<file path="src/rtl/restador_pkg.sv">
// Shared constants and the modulo decrement used by the restador counter and its model.
package restador_pkg;

  localparam int RESTADOR_DEFAULT_N = 4;

  // Decrement modulo 2^width; width is 1..32, so the mask is built in 33 bits.
  function automatic logic [31:0] dec_wrap(input logic [31:0] value, input int unsigned width);
    logic [32:0] mask;
    logic [32:0] diff;
    mask = (33'd1 << width) - 33'd1;
    diff = {1'b0, value} - 33'd1;
    return 32'(diff & mask);
  endfunction

endpackage

</file>
<file path="src/rtl/restador_edge_detect.sv">
// Rising-edge detector: one-cycle pulse when level_in goes from a low sample to high.
module restador_edge_detect
  import restador_pkg::*;
(
  input  logic clk,
  input  logic rst,
  input  logic level_in,
  output logic pulse_out
);

  logic r_q;

  always_ff @(posedge clk) begin
    if (!rst) r_q <= 1'b0;
    else      r_q <= level_in;
  end

  // Clearing r_q in reset makes a button held through reset count once afterwards.
  assign pulse_out = level_in & ~r_q;

endmodule

</file>
<file path="src/rtl/restador_n.sv">
// N-bit down-counter: loads data_in on reset, decrements once per button press.
module restador_n
  import restador_pkg::*;
#(
  parameter int N = RESTADOR_DEFAULT_N
) (
  input  logic         clk,
  input  logic         rst,
  input  logic         btn_sub,
  input  logic [N-1:0] data_in,
  output logic [N-1:0] data_out
);

  logic [N-1:0] r_cnt;
  logic         w_press;
  logic [31:0]  w_dec_full;
  logic [N-1:0] w_dec;

  restador_edge_detect u_edge (
    .clk       (clk),
    .rst       (rst),
    .level_in  (btn_sub),
    .pulse_out (w_press)
  );

  assign w_dec_full = dec_wrap(32'(r_cnt), N);
  assign w_dec      = w_dec_full[N-1:0];

  always_ff @(posedge clk) begin
    if (!rst)         r_cnt <= data_in;
    else if (w_press) r_cnt <= w_dec;
  end

  assign data_out = r_cnt;

endmodule

</file>
<file path="config.mk">
export PLATFORM = sky130hd
export DESIGN_NAME = restador_n
export DESIGN_NICKNAME = d
export VERILOG_FILES = /design/src/rtl/restador_pkg.sv /design/src/rtl/restador_edge_detect.sv /design/src/rtl/restador_n.sv
export SDC_FILE = /design/constraint.sdc
export NUM_CORES = 1
export LEC_CHECK = 0
export ABC_AREA = 1
export ABC_CLOCK_PERIOD_IN_PS = 2100
export CAP_MARGIN = 5
export CORE_AREA = 3 3 40 42
export DETAILED_ROUTE_END_ITERATION = 6
export DIE_AREA = 0 0 43 45
export MAX_ROUTING_LAYER = met4
export PLACE_DENSITY = 0.44
export SKIP_CTS_REPAIR_TIMING = 1
export SLEW_MARGIN = 20
export SYNTH_ARGS = -nofsm -noshare
export SYNTH_HDL_FRONTEND = slang
export SYNTH_SLANG_ARGS = --single-unit
export TNS_END_PERCENT = 50
</file>
<file path="constraint.sdc">
create_clock -name clk -period 2.1 [get_ports clk]
set_input_delay 0.42 -clock clk [delete_from_list [all_inputs] [get_ports clk]]
set_output_delay 0.42 -clock clk [all_outputs]
set_load 0.05 [all_outputs]
</file>
==> flow_metrics.tcl, run 1 <==
set metrics [dict create \
    track_usage_pct 6.736 \
    relSlewSlack_pct 65.40 \
    post-route-min-period_ns 1.874 \
    yosysMostFrequentCell "nand2_1" \
    grt_max_degree 8 \
    hold_viol 0 \
    final-setup-viol-count 0 \
    cts-root-buf "clkbuf_4" \
    yosys.area.top_type "edfxtp_1" \
    nets 51 \
    endpoint_kind "output pin" \
    yosys-top-cells-area "edfxtp_1 48%, nand2_1 12%, inv_1 9.0%" \
    critPathKind "reg2out" \
    die_w_microns 43 \
    wl_per_cell_microns 8.632 \
    status "completed" \
    clock_sink_count 5 \
    hp-class "reg2reg" \
    antenna_left 0 \
    cp.arrival_ns 1.45 \
    final_core_util_pct 30.77 \
    synth_edf_count 4 \
    h-tree-depth 1 \
    clockBufferDepth 2 \
    worstSetupPathDepth 1 \
    cts_tree "built" \
    critPathTopFamily "buffers and inverters" \
    grt_pass1_vias 211 \
    drive_above_1_share_pct 9.524 \
    place_hpwl_microns 396.6 \
    portBuffers 10 \
    fmax_mhz 533.6 \
    syn_nets 36 \
    min-delay-start "data_out[0]" \
    timing.critical_path.from "data_out[2]" \
    viasPerCell 3.807 \
    gp_congestion 0.6772 \
    placed_area_sq_um 369.1 \
    clk_pin_slew_ns 0.04 \
    clock_latency_ns 0.24 \
    power_per_cell_area_mw_per_mm2 845.8 \
    worst-path-buf-inv 1 \
    skew_ns 0.004134 \
    synth_warnings 0 \
    syn_to_final_growth_pct 58.00 \
    p_sw_share_pct 30.62 \
    holdWs_ns 0.6251 \
    synth_cell_type_count 10 \
    synthCells 28 \
    crit_fanout 3 \
    maxCapViolations 0 \
    hold_path_depth 1 \
    p_sw_uw 102.4 \
    antenna_found_initial 0 \
    initial_utilization_pct 19.47 \
    maxSlewViolCount 0 \
    start_kind "register" \
    cts_buffers 3 \
    antennaDiodeCount 0 \
    critPathSlowestCell "clkdlybuf4s50_1" \
    nFillCells 152 \
    synth_seq_area_share_pct 56.00 \
    critical-path-max-stage-delay_ns 0.82 \
    min_period_over_period_pct 89.24 \
    dieArea_sq_mm 0.001935 \
    comb_power_share_pct 28.5 \
    synth_top_area_share_pct 48.00 \
    drc 0 \
    coreArea_sq_mm 0.001285 \
    r2r-start "data_out[0]" \
    drt-pass1-iter-count 2 \
    postSynthAreaPerCell_sq_um 8.937 \
    power_frac_seq_pct 39.1 \
    dieHeight_microns 45 \
    grt_pass1_wl_microns 855 \
    totalPowerFinal_uw 334.4 \
    ys_ff_latch 5 \
    p_leak_uw 0.0001761 \
    grt.overflow.total 0 \
    num_vias 217 \
    p_int_uw 232.0 \
    tightest_slew_ns 0.5136 \
    clkPwrFrac_pct 32.4 \
    drtIter0Drc 1 \
    vdd_drop_max_mv 0.3045 \
    synthesis.area_sq_um 250.2 \
    ys_top_cells_by_count "8 x nand2_1, 6 x inv_1, 4 x edfxtp_1" \
    synthArstFlopShare_pct 0 \
    crit_required_ns 1.68 \
    io_pins 11 \
    fp-row-count 13 \
    r2r_cells 4 \
    stdcell_area_sq_um 395.4 \
    rsz0062_at_grt "false" \
    fin_setup_tns_ns 0 \
    crit_chain "clkdlybuf4s50_1" \
    wirelength_microns 492 \
    synthFlopType "edfxtp_1" \
]
==> power by group through the flow <==
stage / Clock, uW / Combinational [uW] / Sequential (uW)
global placement: 0 / 96.5 / 133
finish: 108 / 95.4 / 131
detailed placement: 0 / 96.4 / 133
CTS: 113 / 96.8 / 131
floorplan: 0 / 25.4 / 167
global route: 123 / 103 / 133
==> flip-flops by register name (all words and copies together), names as in the netlist <==
name	flops
u_edge.r_q	1
data_out	4
==> through the flow <==
| stage | setup slack [ns] | cells |
|---|---|---|
| after global placement | 0.3883 | 53 |
| after global routing | 0.1736 | 57 |
| after floorplan | 0.6441 | 28 |
| after CTS | 0.2108 | 57 |
| final | 0.2260 | 57 |
| after detailed placement | 0.3734 | 53 |
==> cell families after synthesis <==
| logic type | after synthesis | share of synthesized area [%] |
|---|---|---|
| and+or+nand+nor | 11 | 18.50 |
| buffers and inverters | 6 | 8.999 |
| DFF | 5 | 56.00 |
| AOI/OAI and AO/OA | 4 | 7.996 |
| adders and majority gates | 1 | 4.999 |
| xor gates and xnor gates | 1 | 3.501 |
==> final cells by class <==
| class | count | area [sq um] | share of cell area (%) |
|---|---|---|---|
| tap | 15 | 18.77 | 4.747 |
| multi-input combinational | 17 | 87.58 | 22.15 |
| sequential | 5 | 140.1 | 35.44 |
| clock buffer | 4 | 26.28 | 6.646 |
| timing repair buffer | 10 | 100.1 | 25.32 |
| inverter | 6 | 22.52 | 5.696 |
==> placed cells by master, fill, tap and decap left out <==
cell type / synthesis / final
dfxtp_1: 1 / 1
nand2_1: 8 / 8
nor2_2: 1 / 1
nand3_1: 2 / 2
clkbuf_4: 0 / 3
inv_1: 6 / 6
o21ai_1: 1 / 1
ha_1: 1 / 1
xnor2_1: 1 / 1
clkdlybuf4s50_1: 0 / 10
clkbuf_1: 0 / 1
o21ai_0: 3 / 3
edfxtp_1: 4 / 4
==> final timing paths <==
path	to	slack [ns]
min reg2reg	data_out[0]	0.63
max reg2reg	data_out[2]	0.97
max	data_out[2]	0.23
min	data_out[0]	0.63
==> worst register-to-register path, stage by stage, from the launching register on <==
cell      delay (ns)
edfxtp_1        0.40
inv_1           0.12
ha_1            0.17
xnor2_1         0.11
o21ai_1         0.08
==> metal layers <==
| layer | track usage (%) | part of all wire (%) | routed length [microns] |
|---|---|---|---|
| met1 | 7.371 | 49 | 239 |
| met2 | 8.982 | 43 | 211 |
| met3 | 3.586 | 8.1 | 40 |
| met4 | 5.422 | 0 | 0 |
| met5 | - | 0 | 0 |
(Power assumes the default switching activity.)
==> run 2, diff against run 1 <==
--- a/config.mk
+++ b/config.mk
@@ -6,7 +6,6 @@
 export NUM_CORES = 1
 export LEC_CHECK = 0
 export ABC_AREA = 1
-export ABC_CLOCK_PERIOD_IN_PS = 2100
 export CAP_MARGIN = 5
 export CORE_AREA = 3 3 40 42
 export DETAILED_ROUTE_END_ITERATION = 6
==> results of run 2 <==
No change in the layout: final DEF, timing and power equal those of run 1.
==> run 3, diff against run 2 <==
--- a/config.mk
+++ b/config.mk
@@ -7,11 +7,13 @@
 export LEC_CHECK = 0
 export ABC_AREA = 1
 export CAP_MARGIN = 5
+export CELL_PAD_IN_SITES_DETAIL_PLACEMENT = 1
+export CELL_PAD_IN_SITES_GLOBAL_PLACEMENT = 1
 export CORE_AREA = 3 3 40 42
 export DETAILED_ROUTE_END_ITERATION = 6
 export DIE_AREA = 0 0 43 45
 export MAX_ROUTING_LAYER = met4
-export PLACE_DENSITY = 0.44
+export PLACE_DENSITY = 0.56
 export SKIP_CTS_REPAIR_TIMING = 1
 export SLEW_MARGIN = 20
 export SYNTH_ARGS = -nofsm -noshare
==> run 3 against run 2 <==
Effect of this change:
- non-clock buffer count stayed put
- first-iteration DRC count is 100% lower
- hold slack better by 0.042 ns
- sequential power hardly changed
- count of clock-buffer cells in the layout stayed put
- sequential share of layout area stayed put
- wire length is 11% higher
- critical path type unchanged
- worst setup slack better by 0.0045 ns
- sequential cell count stayed put
- clock skew is 0.0031 ns lower
==> flow_metrics.tcl, run 3 (same netlist as run 1, synthesis figures left out) <==
set metrics [dict create \
    status "completed" \
    power_per_cell_area_mw_per_mm2 851.3 \
    portBuffers 10 \
    dieArea_sq_mm 0.001935 \
    num_vias 232 \
    antennaDiodeCount 0 \
    initial_utilization_pct 19.47 \
    critPathSlowestCell "clkdlybuf4s50_1" \
    fp-row-count 13 \
    tightest_slew_ns 0.5330 \
    maxCapViolations 0 \
    gp_congestion 0.6476 \
    h-tree-depth 1 \
    min_period_over_period_pct 89.02 \
    cts-root-buf "clkbuf_4" \
    critical-path-max-stage-delay_ns 0.82 \
    wl_per_cell_microns 9.561 \
    final_common_cell "clkdlybuf4s50_1" \
    maxSlewViolCount 0 \
    crit_fanout 3 \
    drive_above_1_share_pct 9.524 \
    syn_to_final_growth_pct 58.00 \
    worst-path-buf-inv 1 \
    cts_buffers 3 \
    drc 0 \
    hold_viol 0 \
    worstSetupPathDepth 1 \
    final_cell_mix "10 x clkdlybuf4s50_1, 8 x nand2_1, 6 x inv_1" \
    die_w_microns 43 \
    crit_chain "clkdlybuf4s50_1" \
    post-route-min-period_ns 1.869 \
    crit_required_ns 1.68 \
    grt.overflow.total 0 \
    relSlewSlack_pct 64.09 \
    critPathTopFamily "buffers and inverters" \
    nets 51 \
    antenna_left 0 \
    wirelength_microns 545 \
    cp.arrival_ns 1.45 \
    hp-class "reg2reg" \
    hold_path_depth 1 \
    cts_tree "built" \
    antenna_found_initial 0 \
    fin_cells 57 \
    placed_cells 53 \
    grt_pass1_wl_microns 993 \
    r2r_cells 4 \
    dieHeight_microns 45 \
    vdd_drop_max_mv 0.3429 \
    clock_latency_ns 0.24 \
    largest_reg_flops 4 \
    fmax_mhz 534.9 \
    start_kind "register" \
    clockBufferDepth 2 \
    viasPerCell 4.070 \
    endpoint_kind "output pin" \
    rsz0062_at_grt "false" \
    track_usage_pct 7.852 \
    coreArea_sq_mm 0.001285 \
    clock_sink_count 5 \
    grt_pass1_vias 238 \
    skew_ns 0.001055 \
    io_pins 11 \
    grt_max_degree 8 \
    critPathKind "reg2out" \
    p_leak_uw 0.0001761 \
    drtIter0Drc 0 \
    final-setup-viol-count 0 \
    place_hpwl_microns 467.2 \
    clk_pin_slew_ns 0.04 \
    fin_setup_tns_ns 0 \
    drt-pass1-iter-count 1 \
]
[run 3: cell counts in the layout (fill, tap and decap cells not counted)]
No cell type changed its count.
[run 3: layer usage]
metal	track usage [%]	share of wire (%)
met5	-	0
met4	7.229	0
met3	3.586	8.3
met2	11.68	55
met1	7.598	36
[run 3: layout make-up]
cell class | instances | area, sq um
sequential | 5 | 140.1
tap | 15 | 18.77
fill | 159 | 889.6
inverter | 6 | 22.52
clock buffer | 4 | 26.28
timing repair buffer | 10 | 100.1
multi-input combinational | 17 | 87.58
[run 3: path summary, 6_finish.rpt]
kind / end / start / slack (ns)
max reg2reg: data_out[2] / data_out[0] / 0.94
min reg2reg: data_out[0] / data_out[0] / 0.67
max: data_out[2] / data_out[2] / 0.23
min: data_out[0] / data_out[0] / 0.67
[run 3: stage by stage]
stage / area, sq um / power [uW] / worst slack, ns / hold WS, ns / utilization (%)
2_1_floorplan: 250.2 / 192.1 / 0.6441 / 0.5135 / -
3_3_place_gp: 369.1 / 228.6 / 0.3890 / 0.6275 / 28.72
3_5_place_dp: 369.1 / 230.2 / 0.3557 / 0.6795 / 28.72
4_1_cts: 395.4 / 343.8 / 0.2155 / 0.6904 / 30.77
5_1_grt: 395.4 / 360.7 / 0.1797 / 0.7373 / 30.77
6_report: 395.4 / 336.6 / 0.2305 / 0.6673 / 30.77
[run 3: report_power, final]
part | leakage, uW | switching [uW] | internal [uW]
logic | 0.000112 | 58.0 | 38.2
registers | 0.0000494 | 8.81 | 122
clock network | 0.0000150 | 37.6 | 71.7
